===== config.mk =====
export PLATFORM = sky130hd
export DESIGN_NAME = if_pipe_ctrl_flat
export DESIGN_NICKNAME = d
export VERILOG_FILES = /design/src/rtl/if_pipe_ctrl_if.sv /design/src/rtl/if_pipe_ctrl.sv /design/src/flat_wrapper.sv
export SDC_FILE = /design/constraint.sdc
export NUM_CORES = 1
export LEC_CHECK = 0
export BUFFER_PORTS_ARGS = -buffer_cell sky130_fd_sc_hd__buf_2
export CAP_MARGIN = 25
export CELL_PAD_IN_SITES_DETAIL_PLACEMENT = 1
export CELL_PAD_IN_SITES_GLOBAL_PLACEMENT = 1
export CORE_AREA = 2 2 86 122
export DETAILED_ROUTE_END_ITERATION = 16
export DIE_AREA = 0 0 88 124
export PLACE_DENSITY_LB_ADDON = 0.1
export SLEW_MARGIN = 10
export SYNTH_ARGS = -nofsm -noshare
export SYNTH_HDL_FRONTEND = slang
export SYNTH_SLANG_ARGS = --single-unit
export TNS_END_PERCENT = 10

===== constraint.sdc =====
create_clock -name clk -period 2.41 [get_ports clk]
set_input_delay 0.1205 -clock clk [delete_from_list [all_inputs] [get_ports clk]]
set_output_delay 0.1205 -clock clk [all_outputs]
set_load 0.02 [all_outputs]

===== src/rtl/if_pipe_ctrl_if.sv =====
// if_pipe_ctrl_if -- bundle between the front-end pipeline sequencer and its
// neighbours (hazard unit, EXE, MEM, IF stage, IF/ID and ID/EX registers).
//
// Signals:
//   mem_stall         MEM stage busy; freeze the whole front end
//   branch_req        single-cycle taken-branch pulse from EXE
//   branch_target     branch target, valid with branch_req
//   hazard_detected   level from ID: data hazard on the instruction in ID
//   pc_freeze         to IF freeze
//   pc_branch_taken   to IF branch_taken
//   pc_branch_addr    to IF branch_addr (0 when not taken)
//   if_id_freeze      hold IF/ID
//   if_id_flush       clear IF/ID to NOP
//   id_ex_flush       clear ID/EX to NOP
//   stall_timeout     sticky: hazard stall ran too long
//   branch_ovf        sticky: a pending branch was overwritten
//   perf_stall_cycles cycles with pc_freeze=1
//   perf_flushes      redirects issued
//
// Modports: master = event sources / consumers side, slave = sequencer.
interface if_pipe_ctrl_if;
  logic        mem_stall;
  logic        branch_req;
  logic [31:0] branch_target;
  logic        hazard_detected;
  logic        pc_freeze;
  logic        pc_branch_taken;
  logic [31:0] pc_branch_addr;
  logic        if_id_freeze;
  logic        if_id_flush;
  logic        id_ex_flush;
  logic        stall_timeout;
  logic        branch_ovf;
  logic [31:0] perf_stall_cycles;
  logic [31:0] perf_flushes;

  modport master (
    output mem_stall, branch_req, branch_target, hazard_detected,
    input  pc_freeze, pc_branch_taken, pc_branch_addr, if_id_freeze,
           if_id_flush, id_ex_flush, stall_timeout, branch_ovf,
           perf_stall_cycles, perf_flushes
  );

  modport slave (
    input  mem_stall, branch_req, branch_target, hazard_detected,
    output pc_freeze, pc_branch_taken, pc_branch_addr, if_id_freeze,
           if_id_flush, id_ex_flush, stall_timeout, branch_ovf,
           perf_stall_cycles, perf_flushes
  );
endinterface


===== src/rtl/if_pipe_ctrl.sv =====
// if_pipe_ctrl -- front-end pipeline sequencer.
//
// Arbitrates MEM stalls, EXE branch redirects and ID data hazards into the
// IF-stage and pipeline-register controls. A branch arriving during a MEM
// stall is held and replayed in the first unstalled cycle.
//
// Ports:
//   clk  rising-edge clock
//   rst  asynchronous, active-high reset; forces every output to 0
//   bus  if_pipe_ctrl_if.slave (see interface file for the signal list)
//
// Parameter:
//   MAX_HAZ_STALL  consecutive hazard-stall cycles (1..65535) at which
//                  stall_timeout sets
//
// Optional feature macro: IF_PIPE_CTRL_PERF_EN
//   defined   -> perf_stall_cycles / perf_flushes count
//   undefined -> both perf ports tied to 0
module if_pipe_ctrl #(
  parameter int unsigned MAX_HAZ_STALL = 15
) (
  input logic          clk,
  input logic          rst,
  if_pipe_ctrl_if.slave bus
);

  localparam logic [15:0] HAZ_LIMIT = 16'(MAX_HAZ_STALL);

  typedef enum logic [1:0] {RUN, MEM_WAIT, REDIRECT, HAZ_STALL} mode_t;

  mode_t       mode;
  logic        pend_valid;
  logic [31:0] pend_addr;
  logic [15:0] haz_cnt;
  logic [15:0] haz_inc;
  logic        stall_timeout_r;
  logic        branch_ovf_r;
  logic        br;
  logic [31:0] br_addr;

  // Cycle classification; a live branch request takes precedence over a
  // pending one, and MEM stall outranks everything.
  always_comb begin
    br      = bus.branch_req | pend_valid;
    br_addr = bus.branch_req ? bus.branch_target : pend_addr;
    haz_inc = (haz_cnt == 16'hFFFF) ? haz_cnt : haz_cnt + 16'd1;
    mode    = RUN;
    if (bus.mem_stall)            mode = MEM_WAIT;
    else if (br)                  mode = REDIRECT;
    else if (bus.hazard_detected) mode = HAZ_STALL;
  end

  // Control outputs are forced low for the whole time rst is high.
  always_comb begin
    bus.pc_freeze       = 1'b0;
    bus.pc_branch_taken = 1'b0;
    bus.pc_branch_addr  = '0;
    bus.if_id_freeze    = 1'b0;
    bus.if_id_flush     = 1'b0;
    bus.id_ex_flush     = 1'b0;
    if (!rst) begin
      case (mode)
        MEM_WAIT: begin
          bus.pc_freeze    = 1'b1;
          bus.if_id_freeze = 1'b1;
        end
        REDIRECT: begin
          bus.pc_branch_taken = 1'b1;
          bus.pc_branch_addr  = br_addr;
          bus.if_id_flush     = 1'b1;
          bus.id_ex_flush     = 1'b1;
        end
        HAZ_STALL: begin
          bus.pc_freeze    = 1'b1;
          bus.if_id_freeze = 1'b1;
          bus.id_ex_flush  = 1'b1;
        end
        default: ;
      endcase
    end
  end

  always_ff @(posedge clk or posedge rst) begin
    if (rst) begin
      pend_valid      <= 1'b0;
      pend_addr       <= '0;
      haz_cnt         <= '0;
      stall_timeout_r <= 1'b0;
      branch_ovf_r    <= 1'b0;
    end else begin
      case (mode)
        MEM_WAIT: begin
          // haz_cnt deliberately holds so a hazard split by a MEM stall
          // still accumulates toward the timeout.
          if (bus.branch_req) begin
            pend_valid <= 1'b1;
            pend_addr  <= bus.branch_target;
            if (pend_valid) branch_ovf_r <= 1'b1;
          end
        end
        REDIRECT: begin
          pend_valid <= 1'b0;
          haz_cnt    <= '0;
        end
        HAZ_STALL: begin
          haz_cnt <= haz_inc;
          if (haz_inc == HAZ_LIMIT) stall_timeout_r <= 1'b1;
        end
        default: haz_cnt <= '0;
      endcase
    end
  end

  assign bus.stall_timeout = stall_timeout_r;
  assign bus.branch_ovf    = branch_ovf_r;

`ifdef IF_PIPE_CTRL_PERF_EN
  logic [31:0] stall_cnt;
  logic [31:0] flush_cnt;

  always_ff @(posedge clk or posedge rst) begin
    if (rst) begin
      stall_cnt <= '0;
      flush_cnt <= '0;
    end else begin
      if (mode == MEM_WAIT || mode == HAZ_STALL) stall_cnt <= stall_cnt + 32'd1;
      if (mode == REDIRECT)                      flush_cnt <= flush_cnt + 32'd1;
    end
  end

  assign bus.perf_stall_cycles = stall_cnt;
  assign bus.perf_flushes      = flush_cnt;
`else
  assign bus.perf_stall_cycles = '0;
  assign bus.perf_flushes      = '0;
`endif

endmodule

===== src/flat_wrapper.sv =====
// flat-port wrapper written by rule: the top's interface ports become plain ports
module if_pipe_ctrl_flat 
#(
  parameter int unsigned MAX_HAZ_STALL = 15
)
  (clk, rst, bus_mem_stall, bus_branch_req, bus_branch_target, bus_hazard_detected, bus_pc_freeze, bus_pc_branch_taken, bus_pc_branch_addr, bus_if_id_freeze, bus_if_id_flush, bus_id_ex_flush, bus_stall_timeout, bus_branch_ovf, bus_perf_stall_cycles, bus_perf_flushes);
  if_pipe_ctrl_if bus_i ();
  input logic clk;
  input logic rst;
  input wire logic [$bits(bus_i.mem_stall)-1:0] bus_mem_stall;
  input wire logic [$bits(bus_i.branch_req)-1:0] bus_branch_req;
  input wire logic [$bits(bus_i.branch_target)-1:0] bus_branch_target;
  input wire logic [$bits(bus_i.hazard_detected)-1:0] bus_hazard_detected;
  output wire logic [$bits(bus_i.pc_freeze)-1:0] bus_pc_freeze;
  output wire logic [$bits(bus_i.pc_branch_taken)-1:0] bus_pc_branch_taken;
  output wire logic [$bits(bus_i.pc_branch_addr)-1:0] bus_pc_branch_addr;
  output wire logic [$bits(bus_i.if_id_freeze)-1:0] bus_if_id_freeze;
  output wire logic [$bits(bus_i.if_id_flush)-1:0] bus_if_id_flush;
  output wire logic [$bits(bus_i.id_ex_flush)-1:0] bus_id_ex_flush;
  output wire logic [$bits(bus_i.stall_timeout)-1:0] bus_stall_timeout;
  output wire logic [$bits(bus_i.branch_ovf)-1:0] bus_branch_ovf;
  output wire logic [$bits(bus_i.perf_stall_cycles)-1:0] bus_perf_stall_cycles;
  output wire logic [$bits(bus_i.perf_flushes)-1:0] bus_perf_flushes;
  assign bus_i.mem_stall = bus_mem_stall;
  assign bus_i.branch_req = bus_branch_req;
  assign bus_i.branch_target = bus_branch_target;
  assign bus_i.hazard_detected = bus_hazard_detected;
  assign bus_pc_freeze = bus_i.pc_freeze;
  assign bus_pc_branch_taken = bus_i.pc_branch_taken;
  assign bus_pc_branch_addr = bus_i.pc_branch_addr;
  assign bus_if_id_freeze = bus_i.if_id_freeze;
  assign bus_if_id_flush = bus_i.if_id_flush;
  assign bus_id_ex_flush = bus_i.id_ex_flush;
  assign bus_stall_timeout = bus_i.stall_timeout;
  assign bus_branch_ovf = bus_i.branch_ovf;
  assign bus_perf_stall_cycles = bus_i.perf_stall_cycles;
  assign bus_perf_flushes = bus_i.perf_flushes;
  if_pipe_ctrl #(.MAX_HAZ_STALL(MAX_HAZ_STALL)) u_core (.clk(clk), .rst(rst), .bus(bus_i));
endmodule

==> results.tsv <==
stage	metric	value	unit
status	status	finished, final reports clean	
layout	Final Cell Area	3894	sq um
setup_path	Reg2Reg Depth	6	
synth	sequential area share after synthesis	0.3685	
layout	n_diodes	0	
layout	most frequent cells in the layout	75 x buf_2, 64 x conb_1, 51 x dfrtp_1	
setup_path	Crit. End Element	flip-flop	
timing	setup TNS	0	ps
routing	DRT Wirelength	8140	um
timing	Final min period	2025	ps
synth	ys flop type	dfrtp_1	
timing	fin crit share	0.8404	
synth	Synth Warn #	0	
hold_path	worst hold path startpoint	bus_branch_target[1]	
clock_network	latest clock arrival within the worst-skew pair	290	ps
global_route	vias in the first global route	2480	
routing	Initial DRC Count	85	
synth	Post-synth EDFFs	0	
power	Psw	0.0006653	W
floorplanning	Core Box Area	9738	sq um
setup_path	worst r2r src	u_core.haz_cnt[0]	
layout	Post-Layout Cell Count	566	
clock_network	clock slew at reported path FFs	70	ps
floorplanning	Starting Density	0.3556	
routing	Vias/cell	4.645	
power	Pint	0.001615	W
power	Pleak	1.953	nW
setup_path	RR Endpoint	u_core.bus.stall_timeout	
power	Net Sw Frac	0.2918	
power	Flop pwr share	0.439	
placed_design	Cell Area, Placed	3715	sq um
global_route	Tot GR Track Use	0.1482	
routing	vias post-DR	2629	
floorplanning	Die X	88	um
synth	Post-Synthesis Cells	362	
routing	DRC Markers	0	
setup_path	Crit Path Category	reg2reg	
synth	largest cells by area after synthesis	dfrtp_1 37%, buf_4 14%, mux2_2 10%	
power	Clock power frac	0.356	
synth	Synth Cell Area	3463	sq um
placed_design	dpl cells	557	
global_route	initial antenna violation count	0	
placed_design	DP Wirelength	6166	um
power	peak supply drop	0.2636	mV
hold_path	hold path endpoint	u_core.pend_addr[1]	
synth	mean post-synth cell area	9.567	sq um
power	Comb power frac	0.205	
layout	multi-input logic area	1792	sq um
layout	fin nets	468	
timing	Final setup viols	0	
setup_path	CP Max Fanout	8	
synth	Yosys top cell by area	dfrtp_1	
layout	area growth from synthesis to layout	12.43	%
global_route	Overflow after GRT	0	
synth	post-synth top area share	0.3685	
clock_network	CTS Buf Count	5	
setup_path	Worst Path Arrival	2210	ps
global_route	first-pass GRT wire length	12720	um
clock_network	Clock H-tree levels	2	
routing	First-pass DRT Iterations	4	
layout	share of cells above drive strength 1	0.3086	
placed_design	gp weighted congestion	0.8287	
layout	final-layout fill cell count	1179	
hold_path	Hold Path Class	in2reg	
power	pwr/cell area	585.6	nW/um^2
global_route	largest net degree at the start of global routing	34	
timing	Worst-Margin Slew	546.9	ps
timing	max-slew violations	0	
floorplanning	io pins	140	
floorplanning	die extent in y	124	um
setup_path	critical path required time	2600	ps
synth	Post-synth ARST share	1.000	
timing	post-route clock skew	4.898	ps
floorplanning	FP Rows	43	
routing	ANT nets after route	0	
timing	RSZ-0062 raised after global routing	false	
clock_network	Bufs on Longest Clock Path	2	
clock_network	clk root buf	clkbuf_16	
routing	WL per Instance	14.38	um
setup_path	r2r setup slk	380	ps
synth	post-synth cell types	42	
run	maximum capacitance violations	0	
layout	most common cell after layout, fill and taps aside	buf_2	
floorplanning	die area	10910	sq um
timing	Hold Fails Final Rpt	0	
clock_network	post-CTS sizing	0	
timing	Slew Limit Headroom	0.6348	
placed_design	IO Port Bufs	75	
clock_network	Clock Sinks	51	
clock_network	TritonCTS clock tree	built	
timing	hold slack	75.50	ps
synth	Synth Register Bits	51	
hold_path	Hold Path Stages	2	
timing	Achievable Freq	493.7	MHz
setup_path	Worst Setup Start Kind	flip-flop	
layout	FF/Latch Area	1276	sq um
-- critical path, cell delays in order, from the launching register on --
cell	delay [ps]
dfrtp_1	460
ha_1	380
nand4_1	200
nor3_2	300
mux2i_1	230
nand3_1	130
o41ai_2	220
-- synth_stat cells (2+ instances only) --
cell type,count
o31ai_1,2
mux2_2,32
nand4_4,2
buf_4,66
dfrtp_1,51
nor2b_1,4
or3_1,3
clkbuf_1,7
and4_1,2
buf_2,7
buf_1,3
nor2_1,46
a21oi_1,16
and3_1,5
nand3_1,8
mux2i_1,34
nand2_1,9
xnor2_1,2
o21ai_0,17
nor3_1,3
a31oi_1,6
a41oi_1,3
buf_6,3
nand4_1,6
inv_1,8
-- logic make-up after synthesis --
family	Yosys count	share of synthesized area
compound gates	50	0.08707
other cells	1	0.001083
simple gates	96	0.1474
xor+xnor	3	0.007588
fa+ha+maj	1	0.003612
buf+inv	94	0.1824
mux	66	0.2023
flops	51	0.3685
-- stage by stage --
step,power [W],utilization,worst slack [ps]
global route,0.002414,0.3998,165.0
floorplan,0.001440,-,570.4
detailed placement,0.001491,0.3815,418.2
global placement,0.001475,0.3815,483.5
CTS,0.002317,0.3998,372.7
finish,0.002280,0.3998,384.6
-- layout make-up --
| type | count | area share |
|---|---|---|
| repair buffers | 84 | 0.1176 |
| clock inverters | 3 | 0.01125 |
| multi-input cells | 280 | 0.4602 |
| inverters | 8 | 0.007712 |
| well taps | 135 | 0.04338 |
| clock buffers | 5 | 0.03213 |
| flip-flops and latches | 51 | 0.3278 |
-- routing by layer --
layer,routed length (um),global-route usage,vias to the layer above
li1,-,-,1262
met4,83,0.03846,0
met1,3501,0.1929,1287
met2,4190,0.2519,73
met5,0,0,-
met3,365,0.02717,7
-- worst max-delay path by stage --
stage                 startpoint                  endpoint  slack [ps]  cells after the start
2_1_floorplan  u_core.haz_cnt[0]  u_core.bus.stall_timeout         570                      8
3_3_place_gp   u_core.haz_cnt[0]  u_core.bus.stall_timeout         480                      6
3_5_place_dp   u_core.haz_cnt[0]  u_core.bus.stall_timeout         420                      6
4_1_cts        u_core.haz_cnt[0]  u_core.bus.stall_timeout         370                      6
5_1_grt        u_core.haz_cnt[0]  u_core.bus.stall_timeout         160                      6
6_report       u_core.haz_cnt[0]  u_core.bus.stall_timeout         380                      6
-- sequential cells by signal (all words and copies together) (netlist names) --
name                      count
u_core.pend_valid             1
u_core.bus.stall_timeout      1
u_core.bus.branch_ovf         1
u_core.haz_cnt               16
u_core.pend_addr             32
-- timing repair --
| action | CTS | global route |
|---|---|---|
| buffers inserted | 0 | 0 |
| hold buffers | 1 | 0 |
| endpoints found under the hold margin | 23 | 0 |
-- power by group through the flow --
stage	Clock, W	Sequential (W)	Combinational [W]
final	0.000812	0.00100	0.000468
after global routing	0.000879	0.00101	0.000521
after CTS	0.000841	0.00100	0.000475
after detailed placement	0	0.00102	0.000473
after global placement	0	0.00101	0.000464
after floorplan	0	0.00100	0.000436
No activity file was read; power rests on OpenSTA's default activity.
